### config.mk
export PLATFORM = sky130hd
export DESIGN_NAME = dma_read_engine
export DESIGN_NICKNAME = d
export VERILOG_FILES = /design/src/rtl/dma_read_engine.sv
export SDC_FILE = /design/constraint.sdc
export NUM_CORES = 1
export LEC_CHECK = 0
export ABC_AREA = 1
export CAP_MARGIN = 20
export CELL_PAD_IN_SITES_DETAIL_PLACEMENT = 2
export CELL_PAD_IN_SITES_GLOBAL_PLACEMENT = 2
export CORE_ASPECT_RATIO = 1.1
export CORE_MARGIN = 3
export CORE_UTILIZATION = 32
export CTS_CLUSTER_DIAMETER = 60
export DETAILED_ROUTE_END_ITERATION = 12
export PLACE_DENSITY_LB_ADDON = 0.1
export REMOVE_ABC_BUFFERS = 1
export SYNTH_ARGS = -nofsm -noshare
export SYNTH_HDL_FRONTEND = slang
export SYNTH_SLANG_ARGS = --single-unit
### constraint.sdc
create_clock -name clk -period 3.65 [get_ports clk]
set_clock_uncertainty 0.05 [all_clocks]
set_input_delay 0.73 -clock clk [delete_from_list [all_inputs] [get_ports clk]]
set_output_delay 0.73 -clock clk [all_outputs]
set_load 0.05 [all_outputs]
### src/rtl/dma_read_engine.sv
// dma_read_engine
//   Copies a byte-length region from DRAM to the global buffer (GLB) one
//   32-bit word at a time. A descriptor (src, dst, len) is taken in IDLE.
//   RUN issues word reads and writes returned data into a small FIFO that
//   drains straight into the GLB. DONE raises a one-cycle interrupt and
//   then returns to IDLE.
//
// Ports
//   clk, rst_n        clock, synchronous active-low reset
//   cmd_valid_i/ready_o, cmd_src_i, cmd_dst_i, cmd_len_i : descriptor handshake
//   rd_req_o, rd_addr_o, rd_gnt_i                        : DRAM read request
//   rd_rvalid_i, rd_rdata_i                              : in-order read data
//   glb_we_o, glb_addr_o, glb_wdata_o, glb_wstrb_o       : GLB write port
//   dma_interrupt_o   one-cycle done pulse
//   busy_o            transfer in progress (RUN or DONE)
module dma_read_engine #(
  parameter int FIFO_DEPTH = 4
) (
  input  logic        clk,
  input  logic        rst_n,
  input  logic        cmd_valid_i,
  output logic        cmd_ready_o,
  input  logic [31:0] cmd_src_i,
  input  logic [31:0] cmd_dst_i,
  input  logic [31:0] cmd_len_i,
  output logic        rd_req_o,
  output logic [31:0] rd_addr_o,
  input  logic        rd_gnt_i,
  input  logic        rd_rvalid_i,
  input  logic [31:0] rd_rdata_i,
  output logic        glb_we_o,
  output logic [31:0] glb_addr_o,
  output logic [31:0] glb_wdata_o,
  output logic [3:0]  glb_wstrb_o,
  output logic        dma_interrupt_o,
  output logic        busy_o
);

  localparam int AW = $clog2(FIFO_DEPTH);
  localparam int CW = AW + 1;

  typedef enum logic [1:0] {IDLE, RUN, DONE} state_t;

  state_t        state, state_nxt;

  logic [31:0]   src_q;
  logic [31:0]   dst_q;
  logic [30:0]   words_q;
  logic [1:0]    len_lo_q;
  logic [30:0]   req_cnt;
  logic [30:0]   wr_cnt;
  logic [CW-1:0] outst_q;
  logic [CW-1:0] fifo_cnt;
  logic [AW-1:0] wr_ptr;
  logic [AW-1:0] rd_ptr;
  logic [31:0]   mem [FIFO_DEPTH];

  logic          accept;
  logic          grant;
  logic          push;
  logic          pop;
  logic          last_word;
  logic [CW:0]   occupancy;

  // Byte strobes for the word being written: only the final word of a
  // transfer whose length is not a multiple of four is partial.
  function automatic logic [3:0] word_strb(input logic last, input logic [1:0] len_lo);
    logic [3:0] s;
    s = 4'b1111;
    if (last) begin
      case (len_lo)
        2'b01:   s = 4'b0001;
        2'b10:   s = 4'b0011;
        2'b11:   s = 4'b0111;
        default: s = 4'b1111;
      endcase
    end
    return s;
  endfunction

  assign accept    = cmd_valid_i && cmd_ready_o;
  assign grant     = rd_req_o && rd_gnt_i;
  // A response with nothing outstanding is stale (e.g. from before a reset).
  assign push      = rd_rvalid_i && (outst_q != '0);
  assign pop       = (fifo_cnt != '0);
  assign last_word = (wr_cnt == words_q - 31'd1);

  // Words already requested but not yet written; capping it at the FIFO
  // depth guarantees every returning word has a free FIFO slot.
  assign occupancy = {1'b0, outst_q} + {1'b0, fifo_cnt};

  assign rd_req_o  = (state == RUN) && (req_cnt != words_q) &&
                     (occupancy < (CW+1)'(FIFO_DEPTH));
  assign rd_addr_o = src_q + {req_cnt[29:0], 2'b00};

  assign glb_we_o    = pop;
  assign glb_addr_o  = dst_q + {wr_cnt[29:0], 2'b00};
  assign glb_wdata_o = pop ? mem[rd_ptr] : 32'd0;
  assign glb_wstrb_o = pop ? word_strb(last_word, len_lo_q) : 4'b0000;

  always_comb begin
    state_nxt       = state;
    cmd_ready_o     = 1'b0;
    busy_o          = 1'b0;
    dma_interrupt_o = 1'b0;
    case (state)
      IDLE: begin
        cmd_ready_o = 1'b1;
        if (accept) begin
          state_nxt = (cmd_len_i == 32'd0) ? DONE : RUN;
        end
      end
      RUN: begin
        busy_o = 1'b1;
        if (pop && last_word) begin
          state_nxt = DONE;
        end
      end
      DONE: begin
        busy_o          = 1'b1;
        dma_interrupt_o = 1'b1;
        state_nxt       = IDLE;
      end
      default: state_nxt = IDLE;
    endcase
  end

  always_ff @(posedge clk) begin
    if (!rst_n) begin
      state    <= IDLE;
      src_q    <= '0;
      dst_q    <= '0;
      words_q  <= '0;
      len_lo_q <= '0;
      req_cnt  <= '0;
      wr_cnt   <= '0;
      outst_q  <= '0;
      fifo_cnt <= '0;
      wr_ptr   <= '0;
      rd_ptr   <= '0;
    end else begin
      state <= state_nxt;

      if (accept) begin
        src_q    <= cmd_src_i & 32'hFFFF_FFFC;
        dst_q    <= cmd_dst_i & 32'hFFFF_FFFC;
        // 33-bit add so lengths near 2^32 round up without overflow.
        words_q  <= 31'(({1'b0, cmd_len_i} + 33'd3) >> 2);
        len_lo_q <= cmd_len_i[1:0];
        req_cnt  <= '0;
        wr_cnt   <= '0;
      end

      if (grant) begin
        req_cnt <= req_cnt + 31'd1;
      end
      if (pop) begin
        wr_cnt <= wr_cnt + 31'd1;
        rd_ptr <= rd_ptr + AW'(1);
      end
      if (push) begin
        wr_ptr <= wr_ptr + AW'(1);
      end

      case ({grant, push})
        2'b10:   outst_q <= outst_q + CW'(1);
        2'b01:   outst_q <= outst_q - CW'(1);
        default: outst_q <= outst_q;
      endcase

      case ({push, pop})
        2'b10:   fifo_cnt <= fifo_cnt + CW'(1);
        2'b01:   fifo_cnt <= fifo_cnt - CW'(1);
        default: fifo_cnt <= fifo_cnt;
      endcase
    end
  end

  // FIFO storage carries data only; it needs no reset because the count
  // and pointers decide what is valid.
  always_ff @(posedge clk) begin
    if (push) begin
      mem[wr_ptr] <= rd_rdata_i;
    end
  end

endmodule
# Word level (Yosys, flattened, before mapping)
# Memory sizes are Yosys's and may differ from the RTL's. A register that Yosys moved wholly into a read port is not among the register bits.
# Cells that the tools add are included.
[word_totals]
reg_bits = 167
latch_bits = 0
ramBits = 128
mem_bits_ro = 0
out_inout_bits = 105
memories = 1
[classes]
n_addsub = 13
mul = 0
n_div = 0
magnitude_cmp = 1
n_eq_ne = 13
n_shift = 0
muxes = 20
bitwise_logic = 0
n_reduce_logical = 16
[memory_table]
columns = ["memory", "words", "width", "rd", "rd_clocked_by_memory_dff", "write_ports", "line_no", "source"]
rows = [
  ["mem", 4, 32, 1, 1, 1, "56", "logic [31:0] mem [FIFO_DEPTH];"],
]
[ops]
columns = ["op", "n"]
rows = [
  ["two-way mux 31 bit", 3],
  ["adder 32 bit", 2],
  ["adder 31 x 1 -> 31 bit (second input constant)", 2],
  ["adder 32 x 2 -> 33 bit (second input constant)", 1],
  ["logical NOT 32 bit", 1],
  ["two-way mux 32 bit", 1],
  ["== test 31 bit", 1],
  ["!= test 31 bit", 1],
  ["subtractor 31 x 1 -> 31 bit (second input constant)", 1],
  ["one-hot mux 3 bit (2 select lines)", 2],
  ["one-hot mux 4 bit (3 select lines)", 1],
  ["== test 2 bit (second input constant)", 5],
  ["two-way mux 2 bit", 5],
  ["== test 2 x 1 -> 1 bit (second input constant)", 4],
  ["two-way mux 4 bit", 2],
  ["nonzero test 2 bit", 4],
  ["adder 3 x 1 -> 3 bit (second input constant)", 2],
  ["logical AND 1 bit", 6],
  ["nonzero test 3 bit", 2],
  ["subtractor 3 x 1 -> 3 bit (second input constant)", 2],
  ["two-way mux 1 bit", 5],
  ["adder 2 x 1 -> 2 bit (second input constant)", 2],
  ["adder 3 x 3 -> 4 bit", 1],
  ["< comparator 4 x 3 -> 1 bit (second input constant)", 1],
  ["other kinds (6)", 6],
]

# Logic depth before layout (Yosys ltp)
# Gate-level depths: netlist of the first run.
[logic_depth]
depth_word = 6
depth_mapped = 17
depth_no_buf = 17

# Worst setup path after synthesis of the first run
# OpenSTA, ideal clock, no wires.
[synth_path]
path_type = "flip-flop to output port"
from = "register req_cnt[0]"
to = "output port rd_addr_o[30]"
t_arrival_ns = 2.781
required_time_ns = 2.870
setup_slack_ns = 0.089
path_stages_with_launch = 14
path_buffers = 0
path_cell_list = "dfxtp_1 -> ha_1 -> inv_1 -> fa_1 -> o21ai_0 -> nand2_1 -> nand3_1 -> nand3_1 -> nand2_1 -> nand2_1 -> nand2_1 -> nand4_1 -> o2111ai_1 -> xor2_1"
[synth_between]
elab_chain_len = 1
[synth_lines]
columns = ["item", "line_no", "source"]
rows = [
  ["start, declared", "50", "logic [30:0] req_cnt;"],
  ["start signal, assigned", "155", "req_cnt <= req_cnt + 31'd1;"],
  ["adder 32 bit", "94", "assign rd_addr_o = src_q + {req_cnt[29:0], 2'b00};"],
  ["end, declared", "27", "output logic [31:0] rd_addr_o,"],
]
# Every way passes these cells.

# Worst setup path in the final report of the first run
[layout_path]
from = "register wr_cnt[8]"
to = "output port glb_addr_o[28]"
[layout_between]
elab_chain_len = 1
[layout_lines]
columns = ["item", "line_no", "source"]
rows = [
  ["start, declared", "51", "logic [30:0] wr_cnt;"],
  ["start signal, assigned", "158", "wr_cnt <= wr_cnt + 31'd1;"],
  ["adder 32 bit", "97", "assign glb_addr_o = dst_q + {wr_cnt[29:0], 2'b00};"],
  ["end, declared", "32", "output logic [31:0] glb_addr_o,"],
]
# Every way passes these cells.

==> impl_metrics.yaml, run 1 <==
run_status:
  status: "finished, violations left"
  violations: "setup timing"
floorplanning:
  row_count: 90
  dieWidth_um: 231.6
  fp.dieH_um: 254.2
  ios: 238
  core_area_um2: 55070
  start_util_pct: 32.53
  die-area_um2: 58860
critical_path:
  crit_path_start: "wr_cnt[8]"
  r2r_start: "words_q[13]"
  cp_max_fo: 6
  crit_type: "flop to output pin"
  critPathCapture: "glb_addr_o[28]"
  reg2reg_depth: 12
  start_kind: "flop"
  r2r-end: "outst_q[2]"
  rrSetupSlack_ps: 520
  crit_arrival_ps: 3000
  cp_data_required_time_ps: 2870
  end_kind: "output pin"
grt:
  grtUsageTotal_pct: 24.22
  antenna_found_initial: 0
  grt_pass1_vias: 19592
  grt_pass1_wl_um: 112600
  grt_max_degree: 85
  overflow: 0
sta:
  setup_slack_ps: -134.5
  rsz0062_at_grt: "yes"
  max_slew.worst_pin.slew_ps: 821.9
  fmax_mhz: 264.2
  slew_headroom_pct: 44.87
  maxSlewViolCount: 0
  setup_violations: 4
  fin_crit_ps: 3785
  finalHoldViolCount: 0
  period_share_pct: 103.7
final_layout:
  fillers: 6007
  stdcell_count: 3433
  nets: 2877
  regArea_um2: 7325
  drive_gt1_share_pct: 21.54
  diodes: 0
  area_growth_pct: 40.45
  multi_input_area_um2: 10690
power_and_ir_drop:
  power_frac_clock_pct: 29.4
  switching_share_pct: 40.25
  cell_internal_pwr_uw: 8593
  powerDensity_nw_per_um2: 571.6
  p_leak_uw: 0.01005
  seq_power_share_pct: 27.9
  p_total_uw: 14380
  p_sw_uw: 5789
  p_comb_share_pct: 42.7
  vdd_drop_max_v: 0.0003172
clock_network:
  cts_buffers: 40
  numClockSinks: 297
  tritoncts: "yes"
  cts_buffer_depth: 3
  clkLatencyLatePin_ps: 570
  ctsHtreeMaxLevel: 2
  hold_buffers: 0
  root_buffer: "clkbuf_16"
  clkTransAtPathRegs_ps: 60
synth:
  ys.flop_type: "dfxtp_1"
  syn-instance-count: 2371
  ys_seq_area_share_pct: 40.34
  synth_edf_count: 128
  ys_ff_latch: 297
  synth_area_um2: 17910
  synth_warnings: 0
  avgSynthCellArea_um2: 7.555
  synth_cell_types: 54
  async_reset_ff_share_pct: 0
routing:
  totalWireLength_um: 75010
  via_per_inst: 5.200
  num_vias: 17851
  wire_per_inst_um: 21.85
  ant_nets: 0
  first_pass_iters: 4
  drc: 0
  first_iter_violations: 693
place:
  gp_congestion: 0.8364
  hpwl_um: 52230
  placed_cells: 3309
  pre_cts_ws_ps: 91.69
  io_buffer_count: 229
flow_run:
  max_cap_violations: 0
min_path:
  whs_path_depth: 1
  worstHoldPathType: "flop to flop"
-- synth_stat cells, types with 3 or more instances --
cell / number / area, um^2
o21a_1: 10 / 75.07
nand2_2: 9 / 56.30
o21ai_0: 206 / 1031
nor2_1: 428 / 1607
nand3_1: 86 / 430.4
nor2_4: 6 / 67.56
nor3_1: 49 / 245.2
a21oi_1: 178 / 890.9
a21oi_2: 3 / 26.28
nor3_4: 4 / 65.06
or2_2: 16 / 100.1
nor4_1: 26 / 162.7
o221ai_1: 4 / 35.03
a31oi_1: 9 / 56.30
edfxtp_1: 128 / 3844
dfxtp_1: 169 / 3383
clkbuf_1: 65 / 244.0
buf_4: 6 / 45.04
xor2_1: 82 / 718.2
inv_2: 8 / 30.03
buf_1: 9 / 33.78
o31ai_1: 3 / 22.52
ha_1: 74 / 925.9
fa_1: 4 / 80.08
nor2_2: 19 / 118.9
nand4_1: 38 / 237.7
a211oi_1: 9 / 67.56
o211ai_1: 23 / 172.7
a21o_1: 7 / 52.55
buf_2: 7 / 35.03
o21bai_1: 8 / 60.06
nand3_2: 5 / 50.05
nand2_1: 372 / 1396
clkinv_1: 6 / 22.52
nand3b_1: 7 / 52.55
xnor2_1: 47 / 411.6
inv_1: 209 / 784.5
nor3_2: 5 / 50.05
-- what timing repair did --
action,CTS,global route
buffers inserted,26,25
endpoints found under the setup margin,41,29
endpoints found under the hold margin,0,0
gates resized for setup,178,142
pin swaps,41,55
-- how the worst min path moves through the flow --
stage,from,to,slack [ps]
3_5_place_dp,rd_ptr[1],rd_ptr[1],400
2_1_floorplan,rd_ptr[1],flop,360
6_report,rd_ptr[1],flop,420
4_1_cts,rd_ptr[1],flop,410
3_3_place_gp,rd_ptr[1],rd_ptr[1],380
5_1_grt,rd_ptr[1],flop,430
-- state kept, by name (all words and copies together), names as in the netlist, 3 cells and up, named ones only --
name,count
mem,128
fifo_cnt,3
outst_q,3
words_q,31
req_cnt,31
dst_q,30
src_q,30
wr_cnt,31
-- metrics by stage --
stage / TNS, ps / util, % / instance area (um^2) / hold WS (ps)
4_1_cts: -201.6 / 44.47 / 24490 / 408.3
6_report: -187.8 / 45.69 / 25160 / 419.9
3_5_place_dp: 0 / 39.93 / 21990 / 399.6
3_3_place_gp: 0 / 39.92 / 21980 / 378.5
2_1_floorplan: -144130 / - / 17540 / 361.5
5_1_grt: -1726 / 45.69 / 25160 / 431.4
-- routing by layer --
layer / global-route usage [%] / routed length, um / up-vias
li1: - / - / 8535
met4: 5.968 / 1665 / 0
met5: 0 / 0 / -
met3: 2.770 / 2232 / 96
met2: 47.23 / 40430 / 256
met1: 28.04 / 30690 / 8964
-- logic make-up (layout without fill, tap and decap cells) --
family,after synthesis,in the layout,synth area share (%)
and+or+nand+nor,1080,1080,26.37
AOI/OAI and AO/OA,474,474,14.54
buffers and inverters,312,635,6.796
DFF,297,297,40.34
xor gates and xnor gates,129,129,6.307
adders and majority gates,78,78,5.616
other,1,4,0.02093
-- critical path, cell delays in order (launching register included) --
cell and delay [ps]:
dfxtp_4 370, ha_4 310, nand2_1 120, nor3_1 620, nand3_4 170, nand3_4 150, nand3_4 80, nand2_4 100
a21oi_2 60, xnor2_1 150, bufbuf_16 300
-- cell type report --
class / count / area share [%]
clock inverter: 22 / 1.223
inverter: 223 / 3.377
multi-input combinational: 1765 / 42.50
tap: 736 / 3.660
timing repair buffer: 339 / 15.67
sequential: 297 / 29.11
clock buffer: 51 / 4.466
-- cells in the final DEF, fill, tap and decap left out, drive strengths merged, types with 4 or more instances in the layout --
master / count
a211oi: 9
a21o: 7
a21oi: 181
a31oi: 9
buf: 192
bufinv: 5
clkbuf: 57
clkdlybuf4s50: 139
clkinv: 16
clkinvlp: 4
conb: 4
dfxtp: 169
edfxtp: 128
fa: 4
ha: 74
inv: 220
nand2: 382
nand3: 91
nand3b: 7
nand4: 39
nor2: 453
nor3: 58
nor4: 26
o211ai: 23
o21a: 10
o21ai: 208
o21bai: 8
o221ai: 4
or2: 18
xnor2: 47
xor2: 82
-- power by group through the flow --
stage               logic [uW]  clock network [uW]  registers, uW
CTS                       6090                4340           4000
detailed placement        5880                   0           4040
global route              6580                4470           4040
finish                    6140                4230           4010
floorplan                 3100                   0           4020
global placement          5650                   0           4020
(Power assumes the default switching activity.)
==> inputs of run 2 (changes only) <==
--- a/config.mk
+++ b/config.mk
@@ -11,7 +11,7 @@
 export CELL_PAD_IN_SITES_GLOBAL_PLACEMENT = 2
 export CORE_ASPECT_RATIO = 1.1
 export CORE_MARGIN = 3
-export CORE_UTILIZATION = 32
+export CORE_UTILIZATION = 35
 export CTS_CLUSTER_DIAMETER = 60
 export DETAILED_ROUTE_END_ITERATION = 12
 export PLACE_DENSITY_LB_ADDON = 0.1
==> constraint.sdc (replaced) <==
create_clock -name clk -period 4.4 [get_ports clk]
set_clock_uncertainty 0.05 [all_clocks]
set_input_delay 0.88 -clock clk [delete_from_list [all_inputs] [get_ports clk]]
set_output_delay 0.88 -clock clk [all_outputs]
set_load 0.05 [all_outputs]
==> run 2 against run 1 <==
The flow now finishes without violations. Die area decreased by 8.4%. Critical endpoint is now glb_addr_o[23]. Routed wire length down 8.7%. Combinational power fell by 33%. Critical path depth decreased by 2. Non-clock buffer count fell by 67. Register-to-register slack gained 700 ps. Core utilization down 1.3 points. Highest routed layer unchanged. Largest cell class unchanged. Total power is 25% lower. Sequential power is 18% lower. Via count shrank 2.0%. Clock-buffer cell count down 1.
==> impl_metrics.yaml, run 2 (same netlist as run 1, synthesis figures left out) <==
clock_network:
  cts_buffer_depth: 3
  clkLatencyLatePin_ps: 560
  clkTransAtPathRegs_ps: 60
  tritoncts: "yes"
  ctsHtreeMaxLevel: 2
  post_cts_buffers: 0
  hold_buffers: 0
  root_buffer: "clkbuf_16"
  cts_buffers: 39
  numClockSinks: 297
routing:
  via_per_inst: 5.315
  ant_nets: 0
  totalWireLength_um: 68450
  drc: 0
  first_iter_violations: 759
  num_vias: 17487
  wire_per_inst_um: 20.81
  first_pass_iters: 5
final_layout:
  area_growth_pct: 24.75
  stdcell_count: 3290
  regMostFlops: "mem"
  fillers: 5848
  drive_gt1_share_pct: 10.43
  final_common_cell: "nor2_1"
  largest_register_ffs: 128
  stdcell_area_um2: 22350
  post-route-util_pct: 44.37
  final_cell_mix: "nor2_1, nand2_1, inv_1"
  nets: 2809
grt:
  antenna_found_initial: 3
  grtUsageTotal_pct: 24.76
  overflow: 0
  grt_max_degree: 65
  grt_pass1_wl_um: 107800
  grt_pass1_vias: 19533
sta:
  slew_headroom_pct: 40.39
  maxSlewViolCount: 0
  fmax_mhz: 237.7
  fin_crit_ps: 4208
  rsz0062_at_grt: "no"
  max_slew.worst_pin.slew_ps: 888.7
  finalHoldViolCount: 0
  setup_violations: 0
  period_share_pct: 95.63
  tns_ps: 0
power_and_ir_drop:
  vdd_drop_max_v: 0.0004753
  seq_power_share_pct: 30.7
  powerDensity_nw_per_um2: 480.9
  power_frac_clock_pct: 30.8
  switching_share_pct: 41.33
  p_sw_uw: 4442
  p_comb_share_pct: 38.6
  cell_internal_pwr_uw: 6305
  p_leak_uw: 0.009284
place:
  hpwl_um: 51070
  placed_area_um2: 21000
  placed_cells: 3217
  io_buffer_count: 229
  gp_congestion: 0.8692
critical_path:
  cp_max_fo: 6
  max_stage_delay_ps: 840
  cpMaxStageDelayCell: "clkdlybuf4s50_1"
  crit_arrival_ps: 3280
  end_kind: "output pin"
  cp_data_required_time_ps: 3470
  crit_type: "flop to output pin"
  crit_chain: "ha_1, a21oi_1, inv_1, nor2_1, o21ai_0, nand3b_1, xor2_1, clkdlybuf4s50_1"
  path_delay_family: "buffers and inverters"
  critPathBufInv: 2
  start_kind: "flop"
floorplanning:
  fp.dieH_um: 243.3
  start_util_pct: 35.57
  core_area_um2: 50360
  ios: 238
  row_count: 86
  die-area_um2: 53940
  dieWidth_um: 221.7
min_path:
  worstHoldPathType: "flop to flop"
flow_run:
  max_cap_violations: 0
run_status:
  status: "finished clean"
## run 2: through the flow
| stage | setup slack [ps] | total power (uW) | hold slack, ps |
|---|---|---|---|
| floorplan | -936.6 | 5911 | 361.5 |
| CTS | -31.90 | 10880 | 425.3 |
| finish | 192.5 | 10750 | 427.0 |
| global route | 14.72 | 11320 | 467.9 |
| global placement | 259.6 | 7342 | 380.2 |
| detailed placement | 156.4 | 7526 | 406.7 |
## run 2: final timing paths
kind              start              to  slack [ps]  cells after the start
min           rd_ptr[1]            flop         430                      1
max reg2reg  req_cnt[0]      outst_q[2]        1220                     14
min reg2reg   rd_ptr[1]            flop         430                      1
max          wr_cnt[16]  glb_addr_o[23]         190                      8
## run 2: routing by layer
| layer | share of wire (%) | routed length (um) | up-vias | track usage, % |
|---|---|---|---|---|
| li1 | - | - | 8396 | - |
| met4 | 2.5 | 1732 | 0 | 6.475 |
| met3 | 2.8 | 1914 | 100 | 2.844 |
| met2 | 52 | 35560 | 274 | 46.75 |
| met1 | 43 | 29240 | 8717 | 29.71 |
| met5 | 0 | 0 | - | 0 |
## run 2: final cells by class
class	instances	area [um^2]	share of cell area, %
Inverter	223	838.3	3.751
Antenna cell	3	7.507	0.03359
Clock buffer	50	1057	4.731
Timing Repair Buffer	272	2566	11.48
Multi-Input combinational cell	1765	9552	42.74
Tap cell	660	825.8	3.695
Sequential cell	297	7232	32.36
Clock inverter	20	267.8	1.198
## run 2: power groups by stage
stage | registers (uW) | clock network (uW) | logic, uW
2_1_floorplan | 3340 | 0 | 2570
3_3_place_gp | 3340 | 0 | 4010
6_report | 3300 | 3310 | 4140
5_1_grt | 3320 | 3510 | 4490
3_5_place_dp | 3350 | 0 | 4170
4_1_cts | 3300 | 3380 | 4190
## run 2: timing repair
item / in CTS / in global routing
endpoints found under the setup margin: 16 / 21
pin swaps: 0 / 2
gates resized for setup: 23 / 32
## run 2: worst register-to-register path, delay by kind of cell, from the launching register on
kind,cells,cell delay [ps]
and+or+nand+nor,4,1070
AOI/OAI and AO/OA,5,710
adders and majority gates,2,560
DFF,1,370
buffers and inverters,3,300
==> inputs of run 3 (changes only) <==
--- a/config.mk
+++ b/config.mk
@@ -14,8 +14,10 @@
 export CORE_UTILIZATION = 35
 export CTS_CLUSTER_DIAMETER = 60
 export DETAILED_ROUTE_END_ITERATION = 12
+export GPL_TIMING_DRIVEN = 0
 export PLACE_DENSITY_LB_ADDON = 0.1
 export REMOVE_ABC_BUFFERS = 1
+export SLEW_MARGIN = 0
 export SYNTH_ARGS = -nofsm -noshare
 export SYNTH_HDL_FRONTEND = slang
 export SYNTH_SLANG_ARGS = --single-unit
==> run 3 against run 2 <==
Clock power shrank 4%. Final cell count shrank 0.94%. Via count shrank 1.2%. Non-clock buffer count shrank 30. Routed wire length is essentially flat. Global-route usage grew 0.13 points. Sequential power grew 3%. Clock-buffer cell count shrank 3. Total power grew 0.25%. Register-to-register slack lost 640 ps. Core utilization shrank 0.12 points. Critical endpoint is now rd_req_o.
==> impl_metrics.yaml, run 3 (same netlist as run 1, synthesis figures left out) <==
power_and_ir_drop:
  p_leak_uw: 0.009146
  vdd_drop_max_v: 0.0005029
  powerDensity_nw_per_um2: 483.5
clock_network:
  ctsHtreeMaxLevel: 2
  clkTransAtPathRegs_ps: 60
  tritoncts: "yes"
  numClockSinks: 297
  clkLatencyLatePin_ps: 570
  post_cts_buffers: 0
  cts_buffer_depth: 3
  cts_buffers: 39
  hold_buffers: 0
  root_buffer: "clkbuf_16"
routing:
  num_vias: 17275
  first_pass_iters: 5
  first_iter_violations: 743
  ant_nets: 0
  drc: 0
  wire_per_inst_um: 21.02
  totalWireLength_um: 68500
  via_per_inst: 5.301
critical_path:
  max_stage_delay_ps: 700
  crit_type: "flop to output pin"
  path_delay_family: "simple AND/OR/NAND/NOR gates"
  critPathBufInv: 1
  crit_arrival_ps: 3340
  crit_chain: "xnor2_1, nand4_1, nor4_1, nand4_1, and2_1, clkdlybuf4s50_1"
  cpMaxStageDelayCell: "clkdlybuf4s50_1"
  cp_data_required_time_ps: 3470
  cpMostUsedCell: "nand4_1"
  end_kind: "output pin"
  reg2reg_depth: 12
  start_kind: "flop"
  cp_max_fo: 6
  cp.depth: 6
place:
  pre_cts_ws_ps: -203.4
  hpwl_um: 50430
  placed_cells: 3186
  io_buffer_count: 229
  gp_congestion: 0.8524
  placed_area_um2: 20990
grt:
  grt_pass1_vias: 19185
  antenna_found_initial: 1
  grt_pass1_wl_um: 107700
  grt_max_degree: 108
  grtUsageTotal_pct: 24.89
  overflow: 0
sta:
  fin_crit_ps: 4268
  max_slew.worst_pin.slew_ps: 890.9
  setup_slack_ps: 132.1
  maxSlewViolCount: 0
  rsz0062_at_grt: "yes"
  tns_ps: 0
  finalHoldViolCount: 0
  slew_headroom_pct: 40.39
  fmax_mhz: 234.3
  setup_violations: 0
  period_share_pct: 97.00
  fin_hold_ws_ps: 388.6
final_layout:
  area_growth_pct: 24.40
  final_cell_mix: "nor2_1, nand2_1, inv_1"
  stdcell_area_um2: 22280
  fillers: 5766
  regMostFlops: "mem"
  drive_gt1_share_pct: 8.430
  nets: 2779
  largest_register_ffs: 128
  final_common_cell: "nor2_1"
  stdcell_count: 3259
floorplanning:
  start_util_pct: 35.57
  dieWidth_um: 221.7
  fp.dieH_um: 243.3
  core_area_um2: 50360
  die-area_um2: 53940
  ios: 238
  row_count: 86
flow_run:
  max_cap_violations: 0
min_path:
  worstHoldPathType: "flop to flop"
  whs_path_depth: 1
run_status:
  status: "finished clean"
[run 3: cell count changes in the layout (fill, tap and decap cells not counted), sizes merged, moves of 3 or more]
cell / delta
inv: +3
clkinv: +4
clkdlybuf4s50: +26
bufinv: -3
clkdlybuf4s15: +5
dlygate4sd2: +9
buf: -76
[run 3: per-stage QoR]
| step | util, % | power (uW) |
|---|---|---|
| floorplan | - | 5911 |
| CTS | 44.25 | 10930 |
| finish | 44.25 | 10770 |
| global placement | 41.03 | 7341 |
| global route | 44.25 | 11350 |
| detailed placement | 41.69 | 7660 |
[run 3: power by group]
group / leakage, uW / switching (uW) / total (uW) / internal [uW]
clock network: 0.000624 / 1350 / 3190 / 1840
registers: 0.00255 / 299 / 3400 / 3100
logic: 0.00598 / 2870 / 4190 / 1310
[run 3: worst paths after layout]
check,start,end,slack [ps]
worst max-delay path,words_q[13],rd_req_o,130
worst min-delay path,rd_ptr[1],flop,390
worst max register to register,words_q[13],outst_q[2],580
worst min register to register,rd_ptr[1],flop,390
[run 3: routing by layer]
| metal | GRT usage, % | share of wire (%) | vias up | wire length, um |
|---|---|---|---|---|
| met4 | 6.305 | 2.4 | 0 | 1642 |
| met1 | 29.58 | 42 | 8603 | 29100 |
| li1 | - | - | 8342 | - |
| met5 | 0 | 0 | - | 0 |
| met3 | 2.880 | 2.7 | 78 | 1870 |
| met2 | 47.41 | 52 | 252 | 35890 |
[run 3: layout make-up]
class	count	area, um^2	share of cell area (%)
clock buffers	47	1046	4.694
diodes	1	2.502	0.01123
repair buffers	242	2499	11.21
multi-input cells	1765	9589	43.03
flip-flops and latches	297	7246	32.52
clock inverters	24	229.0	1.028
inverters	223	847.1	3.801
well taps	660	825.8	3.706
[run 3: worst register-to-register path: stages, from the launching register on]
cell and delay (ps):
dfxtp_1 550, xnor2_1 170, nand4_1 130, nor4_1 480, nand4_1 440, nand3_2 610, ha_1 270, inv_1 80
fa_1 400, a21oi_1 170, o21ai_0 120, o21ai_0 160, a21oi_1 50
[run 3: repair_timing]
item	4_1_cts	5_1_grt
resized for setup	110	59
pin swaps	0	0
endpoints found under the setup margin	77	31
